--- src/rtl/aux_state_controller_rf.sv ---
// AUX pin state controller: tracks UART/RF activity and mode changes, asserting AUX once the link has settled.
// Optional build macro AUX_STATUS_EN adds the aux_status[1:0] state-code output.
module aux_state_controller_rf #(
  parameter logic [1:0] DEFAULT_MODE       = 2'd3,
  parameter int         SETTLE_CYCLES      = 2000,
  parameter int         MODE_SETTLE_CYCLES = 1000
) (
  input  logic       internal_clk,
  input  logic       rst,
  input  logic       M0_sync,
  input  logic       M1_sync,
  input  logic       AUX_mode_ctrl,
  input  logic       uart_rx_busy,
  input  logic       rf_tx_busy,
  input  logic       rf_rx_busy,
  output logic       AUX_state_ctrl,
  output logic       AUX
`ifdef AUX_STATUS_EN
  ,
  output logic [1:0] aux_status
`endif
);

  localparam int MAX_CYCLES = (SETTLE_CYCLES > MODE_SETTLE_CYCLES) ? SETTLE_CYCLES
                                                                   : MODE_SETTLE_CYCLES;
  localparam int CNT_W      = $clog2(MAX_CYCLES) + 1;

  localparam logic [CNT_W-1:0] SETTLE_LIM = CNT_W'(SETTLE_CYCLES);
  localparam logic [CNT_W-1:0] MODE_LIM   = CNT_W'(MODE_SETTLE_CYCLES);

  // Encoding doubles as the externally visible status code.
  typedef enum logic [1:0] {
    ST_READY  = 2'b00,
    ST_BUSY   = 2'b01,
    ST_SETTLE = 2'b10
  } state_t;

  state_t           state;
  logic [CNT_W-1:0] cnt;
  logic [CNT_W-1:0] limit;
  logic [1:0]       mode_prev;
  logic [1:0]       mode_cur;
  logic             any_busy;
  logic             mode_chg;
  logic             settle_done;

  assign mode_cur    = {M1_sync, M0_sync};
  assign any_busy    = uart_rx_busy | rf_tx_busy | rf_rx_busy;
  assign mode_chg    = (mode_cur != mode_prev);
  assign settle_done = (cnt == (limit - 1'b1));

  // Busy always wins over a coincident mode change; the counter stops at limit-1 so it never wraps.
  always_ff @(posedge internal_clk) begin
    if (rst) begin
      state          <= ST_READY;
      cnt            <= '0;
      limit          <= SETTLE_LIM;
      mode_prev      <= DEFAULT_MODE;
      AUX_state_ctrl <= 1'b1;
      AUX            <= 1'b0;
    end else begin
      mode_prev <= mode_cur;
      AUX       <= AUX_state_ctrl & AUX_mode_ctrl;
      unique case (state)
        ST_READY: begin
          if (any_busy) begin
            state          <= ST_BUSY;
            cnt            <= '0;
            AUX_state_ctrl <= 1'b0;
          end else if (mode_chg) begin
            state          <= ST_SETTLE;
            limit          <= MODE_LIM;
            cnt            <= '0;
            AUX_state_ctrl <= 1'b0;
          end
        end
        ST_BUSY: begin
          if (!any_busy) begin
            state <= ST_SETTLE;
            limit <= SETTLE_LIM;
            cnt   <= '0;
          end
        end
        ST_SETTLE: begin
          if (any_busy) begin
            state <= ST_BUSY;
            cnt   <= '0;
          end else if (mode_chg) begin
            limit <= MODE_LIM;
            cnt   <= '0;
          end else if (settle_done) begin
            state          <= ST_READY;
            cnt            <= '0;
            AUX_state_ctrl <= 1'b1;
          end else begin
            cnt <= cnt + 1'b1;
          end
        end
        default: begin
          state          <= ST_READY;
          cnt            <= '0;
          AUX_state_ctrl <= 1'b1;
        end
      endcase
    end
  end

`ifdef AUX_STATUS_EN
  assign aux_status = state;
`endif

endmodule

--- config.mk ---
export PLATFORM = sky130hd
export DESIGN_NAME = aux_state_controller_rf
export DESIGN_NICKNAME = d
export VERILOG_FILES = /design/src/rtl/aux_state_controller_rf.sv
export SDC_FILE = /design/constraint.sdc
export NUM_CORES = 1
export LEC_CHECK = 0
export CORE_MARGIN = 2
export CORE_UTILIZATION = 50
export CTS_CLUSTER_SIZE = 8
export DETAILED_ROUTE_END_ITERATION = 8
export PLACE_DENSITY = 0.73
export SLEW_MARGIN = 5
export SYNTH_ARGS = -nofsm -noshare
export SYNTH_HDL_FRONTEND = slang
export SYNTH_SLANG_ARGS = --single-unit
--- constraint.sdc ---
create_clock -name internal_clk -period 1.8 [get_ports internal_clk]
set_clock_uncertainty 0.05 [all_clocks]
set_input_delay 0.36 -clock internal_clk [delete_from_list [all_inputs] [get_ports internal_clk]]
set_output_delay 0.36 -clock internal_clk [all_outputs]
set_load 0.05 [all_outputs]
* Yosys cells after proc, flatten, opt, wreduce, memory -nomap -nowiden
Index checks and enable logic that the tools add are counted.
Cells by class: add/sub/neg operators 2, equal/unequal tests 13, muxes and demuxes 24, bitwise operators 4, reductions and logical operators 7
Operators with widths (number):
- two-way mux 12 bit | 9
- case mux 12 bit (3 select lines) | 1
- case mux 12 bit (2 select lines) | 1
- adder 12 x 1 -> 12 bit, second input constant | 1
- == test 12 bit | 1
- two-way mux 2 bit | 6
- subtractor 12 x 1 -> 12 bit, second input constant | 1
- != test 2 bit, second input constant | 5
- != test 3 bit, second input constant | 3
- AND reduction 4 bit | 2
- case mux 2 bit (3 select lines) | 1
- two-way mux 1 bit | 5
- AND reduction 5 bit | 1
- case mux 1 bit (3 select lines) | 1
- == test 2 x 1 -> 1 bit, second input constant | 1
- == test 2 bit, second input constant | 1
- logical NOT 2 bit | 1
- != test 2 x 1 -> 1 bit, second input constant | 1
- != test 2 bit | 1
- bitwise OR 1 bit | 2
- AND reduction 2 bit | 1
- nonzero test 2 bit | 1
- OR reduction 2 bit | 1
- bitwise AND 1 bit | 1
- inverter 1 bit | 1
Storage, ports and cells: register bits 30

* Depth between registers and ports, before layout
Gate-level depths: netlist (run 1).
word-level depth 6, gate-level depth with buffers 7, depth with buffers taken out 7

* Least setup slack after synthesis (run 1)
Ideal clock, no wire load.
path type reg2reg, start reg limit[4], end reg cnt[3], arrival time 1.782 ns, required time 1.690 ns, slack -0.092 ns, stages on the path, launching flop included 8, buffers on the path 0, period minus slack after synthesis 1.892 ns, path through dfxtp_1 -> inv_1 -> ha_1 -> xnor2_1 -> nor3_4 -> a2111oi_4 -> and3_1 -> a221o_1
Between the ends: word-level cells in the longest chain between the ends 6
Ends and longest elaborated chain:
- from (decl) | RTL line 40 | logic [CNT_W-1:0] limit;
- from (signal assigned) | RTL line 57 | limit <= SETTLE_LIM;
- from (signal assigned) | RTL line 72 | limit <= MODE_LIM;
- from (signal assigned) | RTL line 80 | limit <= SETTLE_LIM;
- subtractor 12 x 1 -> 12 bit | RTL line 50 | assign settle_done = (cnt == (limit - 1'b1));
- == test 12 bit | RTL line 50
- two-way mux 12 bit | RTL line 91 | end else if (settle_done) begin
- two-way mux 12 bit | RTL line 88 | end else if (mode_chg) begin
- two-way mux 12 bit | RTL line 85 | if (any_busy) begin
- case mux 12 bit (3 select lines) | RTL line 64 | unique case (state)
- to (signal assigned) | RTL line 96 | cnt <= cnt + 1'b1;
- to (decl) | RTL line 39 | logic [CNT_W-1:0] cnt;
Every way passes these cells. A chain may end at the register's enable or synchronous reset.

* Final worst setup path (run 1)
start in rf_tx_busy, end reg cnt[3]
Between the ends: word-level cells in the longest chain between the ends 4, elaborated cells on any way between the ends 8, those cells by class eq/ne (2); mux (3); bitwise (2); reduce/logical (1)
Ends and longest elaborated chain:
- from (decl) | RTL line 14 | input logic rf_tx_busy,
- bitwise OR 1 bit * (2 in a row) | RTL line 48 | assign any_busy = uart_rx_busy | rf_tx_busy | rf_rx_busy;
- two-way mux 12 bit (tied with other cells) | RTL line 85
- case mux 12 bit (3 select lines) or AND reduction 2 bit (tied branches)
Mark *: on every way between the ends. The rest lies on a longest branch, timed or not.

==> results.py, run 1 <==
metrics = {
    "drt": {
        "drtIter0Drc": 16,
        "antenna_left": 0,
        "via_per_inst": 5.533,
        "drtPass1Iterations": 4,
        "dr_total_vias": 1090,
        "drc": 0,
        "wl_mm": 2.637,
        "wire_per_inst_um": 13.39,
    },
    "setup_path": {
        "path_class": "primary input to register",
        "r2r_cells": 9,
        "cp_max_fo": 6,
        "required_ns": 1.95,
        "critical_path.startpoint_type": "primary input",
        "ff2ff_setup_slack_ns": 0,
        "crit_path_end_kind": "register",
        "r2r-start": "limit[5]",
        "r2r_end": "cnt[2]",
        "arrival_ns": 1.98,
    },
    "sta": {
        "worst_pin_slew_ns": 0.3720,
        "min_period_ns": 1.829,
        "max_freq_mhz": 546.6,
        "fin_crit_sh": 1.016,
        "slew_headroom": 0.7501,
        "worst_slack_ns": -0.02944,
        "setup_violations": 2,
        "hold_viol_final": 0,
        "finalMaxSlewViolations": 0,
        "rsz0062_at_grt": "true",
    },
    "clock_network": {
        "path_clk_slew_ns": 0.11,
        "tritoncts": "yes",
        "insertion_delay_ns": 0.30,
        "htreeDepth": 1,
        "cts.sinks": 20,
        "cts_root_buffer": "clkbuf_4",
        "numCtsBuffers": 3,
        "clock_path_buffers": 2,
    },
    "pwr": {
        "leakage_nw": 0.6102,
        "pwr_density_cell_nw_per_um2": 544.2,
        "vdd_drop_max_uv": 471.6,
    },
    "synthesis": {
        "syn_area_um2": 1139,
        "synth_flop_cell": "dfxtp_1",
        "synth_area_leader_cell": "dfxtp_1",
        "synth_enable_flop_cells": 0,
        "synth_top_area_frac": 0.3516,
        "ys_seq_elements": 20,
        "ys_types": 42,
        "async_flop_share": 0,
        "syn_inst": 134,
        "yosysSeqAreaShare": 0.3516,
        "synth_nets": 145,
        "ys_warn_count": 0,
        "yosys-top-cells-area": "dfxtp_1 (35%), xnor2_1 (6.2%), nor2_1 (4.9%)",
        "syn-mean-instance-area_um2": 8.497,
    },
    "layout": {
        "syn2layout_area_growth_pct": 40.33,
        "drive_above_1_share": 0.3491,
        "fill_cells": 160,
        "n_antenna_cell": 0,
        "final_cells": 197,
        "fin_nets": 182,
        "seqCellArea_um2": 407.9,
        "multi_input_area_um2": 813.3,
    },
    "floorplanning": {
        "die_area_um2": 2675,
        "num_rows": 17,
        "core_um2": 2191,
        "ios": 10,
        "fp.dieW_um": 51.72,
        "start_util": 0.5197,
        "die_y_um": 51.72,
    },
    "place": {
        "dp_hpwl_mm": 1.992,
        "place.gp.congestion": 0.8886,
        "dp_slack_ns": -0.3245,
        "port_buffers": 9,
        "dpl.cell_count": 191,
    },
    "run_status": {
        "status": "finished, violations left",
        "violations": "setup timing",
    },
    "grt": {
        "overflow": 0,
        "grt_use_total": 0.2221,
        "grt_pass1_wl_mm": 4.278,
        "grt_antenna_before_repair": 0,
        "grt_max_degree": 11,
        "grt_pass1_vias": 1012,
    },
    "worst_hold_path": {
        "holdPathStages": 2,
        "hold_path.class": "register to register",
        "worstHoldStart": "AUX_state_ctrl",
        "hold_end": "AUX",
    },
    "flow_run": {
        "drv_cap": 0,
    },
}
## worst max-delay path, stage by stage
cell,delay (ns)
clkdlybuf4s50_1,0.49
o31a_1,0.34
a31oi_2,0.21
nor3_2,0.07
buf_4,0.16
a221o_1,0.34
## kinds of logic after synthesis
logic type | Yosys count | synth area share
AOI/OAI and AO/OA | 31 | 0.1912
and+or+nand+nor | 56 | 0.2714
buffers and inverters | 11 | 0.04396
muxes | 2 | 0.01758
adders and majority gates | 3 | 0.03297
xor gates and xnor gates | 11 | 0.09122
DFF | 20 | 0.3516
## sequential cells by signal, indices dropped and copies added, names as in the netlist
signal,count
cnt,12
limit,2
mode_prev,2
state,2
AUX,1
AUX_state_ctrl,1
## cells in the mapped netlist, types with 2 or more instances
master / n
a211oi_1: 2
or2_2: 2
inv_1: 7
nand3b_1: 2
dfxtp_1: 20
a31oi_1: 2
ha_1: 3
nor3_1: 4
clkbuf_1: 2
mux2i_1: 2
xnor2_1: 8
xor2_1: 2
a21oi_1: 7
a21o_1: 2
o21ai_0: 8
nand3_1: 8
nand2b_1: 2
nor2_1: 15
nand2_1: 13
## through the flow
step                power, mW  utilization  cell area, um^2  setup TNS, ns  hold WS [ns]
floorplan              0.5672            -             1175              0        0.3999
global placement       0.6218       0.6625             1451         -2.761        0.4015
detailed placement     0.6285       0.6625             1451         -3.498        0.4268
CTS                    0.8550       0.7025             1539       -0.02958        0.4463
global route           0.9097       0.7293             1598        -0.3414        0.4790
finish                 0.8695       0.7293             1598       -0.03364        0.4420
## how the worst max path moves through the flow
stage                from      to  slack [ns]
6_report       rf_tx_busy  cnt[3]       -0.03
2_1_floorplan    limit[5]  cnt[3]       0.004
5_1_grt          limit[5]  cnt[2]       -0.09
4_1_cts          limit[5]  cnt[3]       -0.03
3_5_place_dp   rf_tx_busy  cnt[7]       -0.32
3_3_place_gp   rf_tx_busy  cnt[8]       -0.27
## per-layer routing
layer  up-vias  wire [um]  GRT usage  part of all wire
li1        552          -          -                 -
met1       510       1220     0.2640              0.46
met2        24       1271     0.3782              0.48
met3         4         90    0.03736             0.034
met4         0         54     0.1228             0.020
met5         -          0          0                 0
## layout make-up
type                       count  share of cell area
inverter                       7             0.01644
clock buffer                   3             0.01410
tap                           28             0.02193
timing repair buffer          36              0.1832
multi-input combinational    103              0.5090
sequential                    20              0.2553
## power by group
part	switching (mW)	internal (mW)
logic	0.0942	0.0986
clock network	0.134	0.0780
registers	0.0110	0.454
total	0.239	0.631
## cells in the final DEF (no fill, tap or decap), drive strengths merged
| cell | Yosys | routed |
|---|---|---|
| a32oi | 1 | 1 |
| nand2 | 13 | 13 |
| a221o | 1 | 1 |
| nor4 | 3 | 3 |
| nand3 | 8 | 8 |
| o31a | 1 | 1 |
| inv | 7 | 7 |
| or2 | 2 | 2 |
| a211oi | 2 | 2 |
| o21bai | 1 | 1 |
| and3 | 1 | 1 |
| a22oi | 1 | 1 |
| nand2b | 2 | 2 |
| o31ai | 1 | 1 |
| xor2 | 3 | 3 |
| o22ai | 1 | 1 |
| a21o | 2 | 2 |
| clkbuf | 2 | 3 |
| mux2i | 2 | 2 |
| a31oi | 2 | 2 |
| nor3 | 6 | 6 |
| dfxtp | 20 | 20 |
| a2111oi | 2 | 2 |
| xnor2 | 8 | 8 |
| dlymetal6s2s | 0 | 2 |
| nand4 | 1 | 1 |
| o21ai | 8 | 8 |
| or3 | 1 | 1 |
| ha | 3 | 3 |
| nor2 | 15 | 15 |
| and4 | 2 | 2 |
| a21oi | 7 | 7 |
| nand3b | 2 | 2 |
| clkdlybuf4s50 | 0 | 5 |
| o21a | 1 | 1 |
| buf | 2 | 29 |
## repair_timing
action | 4_1_cts | 5_1_grt
pin swaps | 4 | 5
hold buffers | 0 | 0
gates resized for setup | 9 | 11
setup buffers | 3 | 2
setup endpoints to repair | 8 | 13
(Power assumes the default switching activity.)
==> run 2: changes to the inputs <==
--- a/config.mk
+++ b/config.mk
@@ -5,12 +5,12 @@
 export SDC_FILE = /design/constraint.sdc
 export NUM_CORES = 1
 export LEC_CHECK = 0
+export CAP_MARGIN = 5
 export CORE_MARGIN = 2
-export CORE_UTILIZATION = 50
+export CORE_UTILIZATION = 35
 export CTS_CLUSTER_SIZE = 8
 export DETAILED_ROUTE_END_ITERATION = 8
-export PLACE_DENSITY = 0.73
-export SLEW_MARGIN = 5
+export SLEW_MARGIN = 25
 export SYNTH_ARGS = -nofsm -noshare
 export SYNTH_HDL_FRONTEND = slang
 export SYNTH_SLANG_ARGS = --single-unit
==> run 2 against run 1 <==
Effect of this change:
- the flow now finishes without violations
- worst hold slack got worse by 0.014 ns
- design area is 4.1% higher
- highest routed layer unchanged
- critical path type is now register to register
- largest cell class unchanged
- power grew 7.8%
- first-iteration DRC count grew to 3.1 times the previous value
- combinational power grew 3%
- register-to-register slack about the same
- non-clock buffer count up 2
- die area increased by 39%
- critical path depth grew 2
- routed wire length up 0.76%
- sequential power about the same
==> results.py, run 2 (synthesized netlist as in run 1, its figures left out) <==
metrics = {
    "clock_network": {
        "htreeDepth": 1,
        "insertion_delay_ns": 0.31,
        "path_clk_slew_ns": 0.13,
        "numCtsBuffers": 3,
        "cts_hold_buf": 0,
        "cts.sinks": 20,
        "tritoncts": "yes",
        "clock_path_buffers": 2,
        "cts_root_buffer": "clkbuf_4",
    },
    "drt": {
        "antenna_left": 0,
        "wire_per_inst_um": 12.30,
        "drc": 0,
        "wl_mm": 2.657,
        "drtIter0Drc": 50,
        "via_per_inst": 4.926,
        "drtPass1Iterations": 5,
        "dr_total_vias": 1064,
    },
    "setup_path": {
        "r2r-start": "limit[4]",
        "arrival_ns": 1.98,
        "path_class": "register to register",
        "cp_max_fo": 7,
        "r2r_cells": 8,
        "crit_path_end_kind": "register",
        "r2r_end": "cnt[5]",
        "required_ns": 1.99,
        "ff2ff_setup_slack_ns": 0.009,
        "critical_path.startpoint_type": "register",
    },
    "layout": {
        "largest_reg_flops": 12,
        "layout_commonest_cell": "buf_4",
        "final_cells": 216,
        "final_cell_mix": "buf_4 (31), dfxtp_1 (16), nor2_1 (14), nand2_1 (13)",
        "max_flop_register": "cnt",
        "fin_nets": 184,
        "n_antenna_cell": 0,
        "fin_util": 0.5402,
        "syn2layout_area_growth_pct": 46.04,
        "drive_above_1_share": 0.3779,
    },
    "place": {
        "dpl.cell_count": 210,
        "dp_slack_ns": -0.3042,
        "place.gp.congestion": 0.7883,
        "dp_hpwl_mm": 2.038,
        "port_buffers": 9,
    },
    "sta": {
        "worst_slack_ns": 0.008876,
        "max_freq_mhz": 558.3,
        "min_period_ns": 1.791,
        "rsz0062_at_grt": "true",
        "worst_pin_slew_ns": 0.4170,
        "setup_violations": 0,
        "fin_crit_sh": 0.9951,
        "holdWs_ns": 0.4276,
        "slew_headroom": 0.7199,
        "finalMaxSlewViolations": 0,
        "hold_viol_final": 0,
    },
    "pwr": {
        "pwr_density_cell_nw_per_um2": 563.5,
        "leakage_nw": 0.6033,
        "vdd_drop_max_uv": 391.2,
    },
    "worst_hold_path": {
        "holdPathStages": 2,
        "hold_end": "AUX",
        "worstHoldStart": "AUX_state_ctrl",
        "hold_path.class": "register to register",
    },
    "floorplanning": {
        "ios": 10,
        "fp.dieW_um": 61.04,
        "die_area_um2": 3725,
        "num_rows": 20,
        "core_um2": 3078,
        "die_y_um": 61.04,
        "start_util": 0.3699,
    },
    "run_status": {
        "status": "completed",
    },
    "grt": {
        "grt_antenna_before_repair": 0,
        "grt_pass1_vias": 1012,
        "grt_use_total": 0.1601,
        "grt_pass1_wl_mm": 4.443,
        "overflow": 0,
        "grt_max_degree": 12,
    },
    "flow_run": {
        "drv_cap": 0,
    },
}
## run 2: cell types whose count changed in the layout (fill, tap and decap cells not counted), moves of 2 or more
cell | before | now
o21ai_0 | 6 | 2
o21ai_1 | 2 | 6
a21oi_1 | 7 | 5
a21oi_2 | 0 | 2
buf_4 | 29 | 31
clkdlybuf4s50_1 | 5 | 7
dlymetal6s2s_1 | 2 | 0
## run 2: what timing repair did
action | CTS | global route
gates cloned | 0 | 0
pin swaps | 2 | 12
setup endpoints to repair | 5 | 12
gates resized for setup | 5 | 22
hold endpoints to repair | 0 | 0
buffers inserted | 2 | 2
## run 2: final cells by class
type	count	area, um^2
fill	289	1415
multi-input combinational	103	837.1
sequential	20	405.4
timing repair buffer	38	302.8
tap	44	55.05
clock buffer	4	36.28
inverter	7	26.28
## run 2: how the worst max path moves through the flow
| stage | startpoint | endpoint | slack (ns) | cells past startpoint |
|---|---|---|---|---|
| finish | limit[4] | cnt[5] | 0.009 | 8 |
| global route | limit[4] | cnt[2] | -0.05 | 8 |
| CTS | limit[4] | cnt[2] | 0.006 | 8 |
| detailed placement | rf_tx_busy | cnt[8] | -0.30 | 7 |
| global placement | rf_tx_busy | cnt[4] | -0.25 | 7 |
| floorplan | limit[5] | cnt[3] | 0.004 | 7 |
## run 2: where the power goes
group	switching [mW]	internal, mW
Sequential	0.00807	0.455
Combinational	0.0960	0.102
Clock	0.153	0.123
## run 2: metal layers
metal	routed length, um	part of all wire	vias to the layer above	GRT usage
li1	-	-	556	-
met1	1332	0.50	491	0.2282
met2	1233	0.46	15	0.2462
met3	75	0.028	2	0.02521
met4	15	0.0056	0	0.05590
met5	0	0	-	0
## run 2: critical path: stages, from the launching register on
cell,delay [ns]
dfxtp_2,0.37
inv_2,0.05
ha_4,0.25
xnor2_4,0.15
nor3_4,0.07
a2111oi_4,0.37
buf_4,0.22
a21oi_1,0.08
o22ai_1,0.13
## run 2: stage by stage
step | cell area, um^2 | TNS, ns | power [mW]
after detailed placement | 1494 | -3.152 | 0.6378
after CTS | 1575 | 0 | 0.9237
after global placement | 1494 | -2.585 | 0.6339
after floorplan | 1175 | 0 | 0.5672
final | 1663 | 0 | 0.9371
after global routing | 1663 | -0.2117 | 0.9811
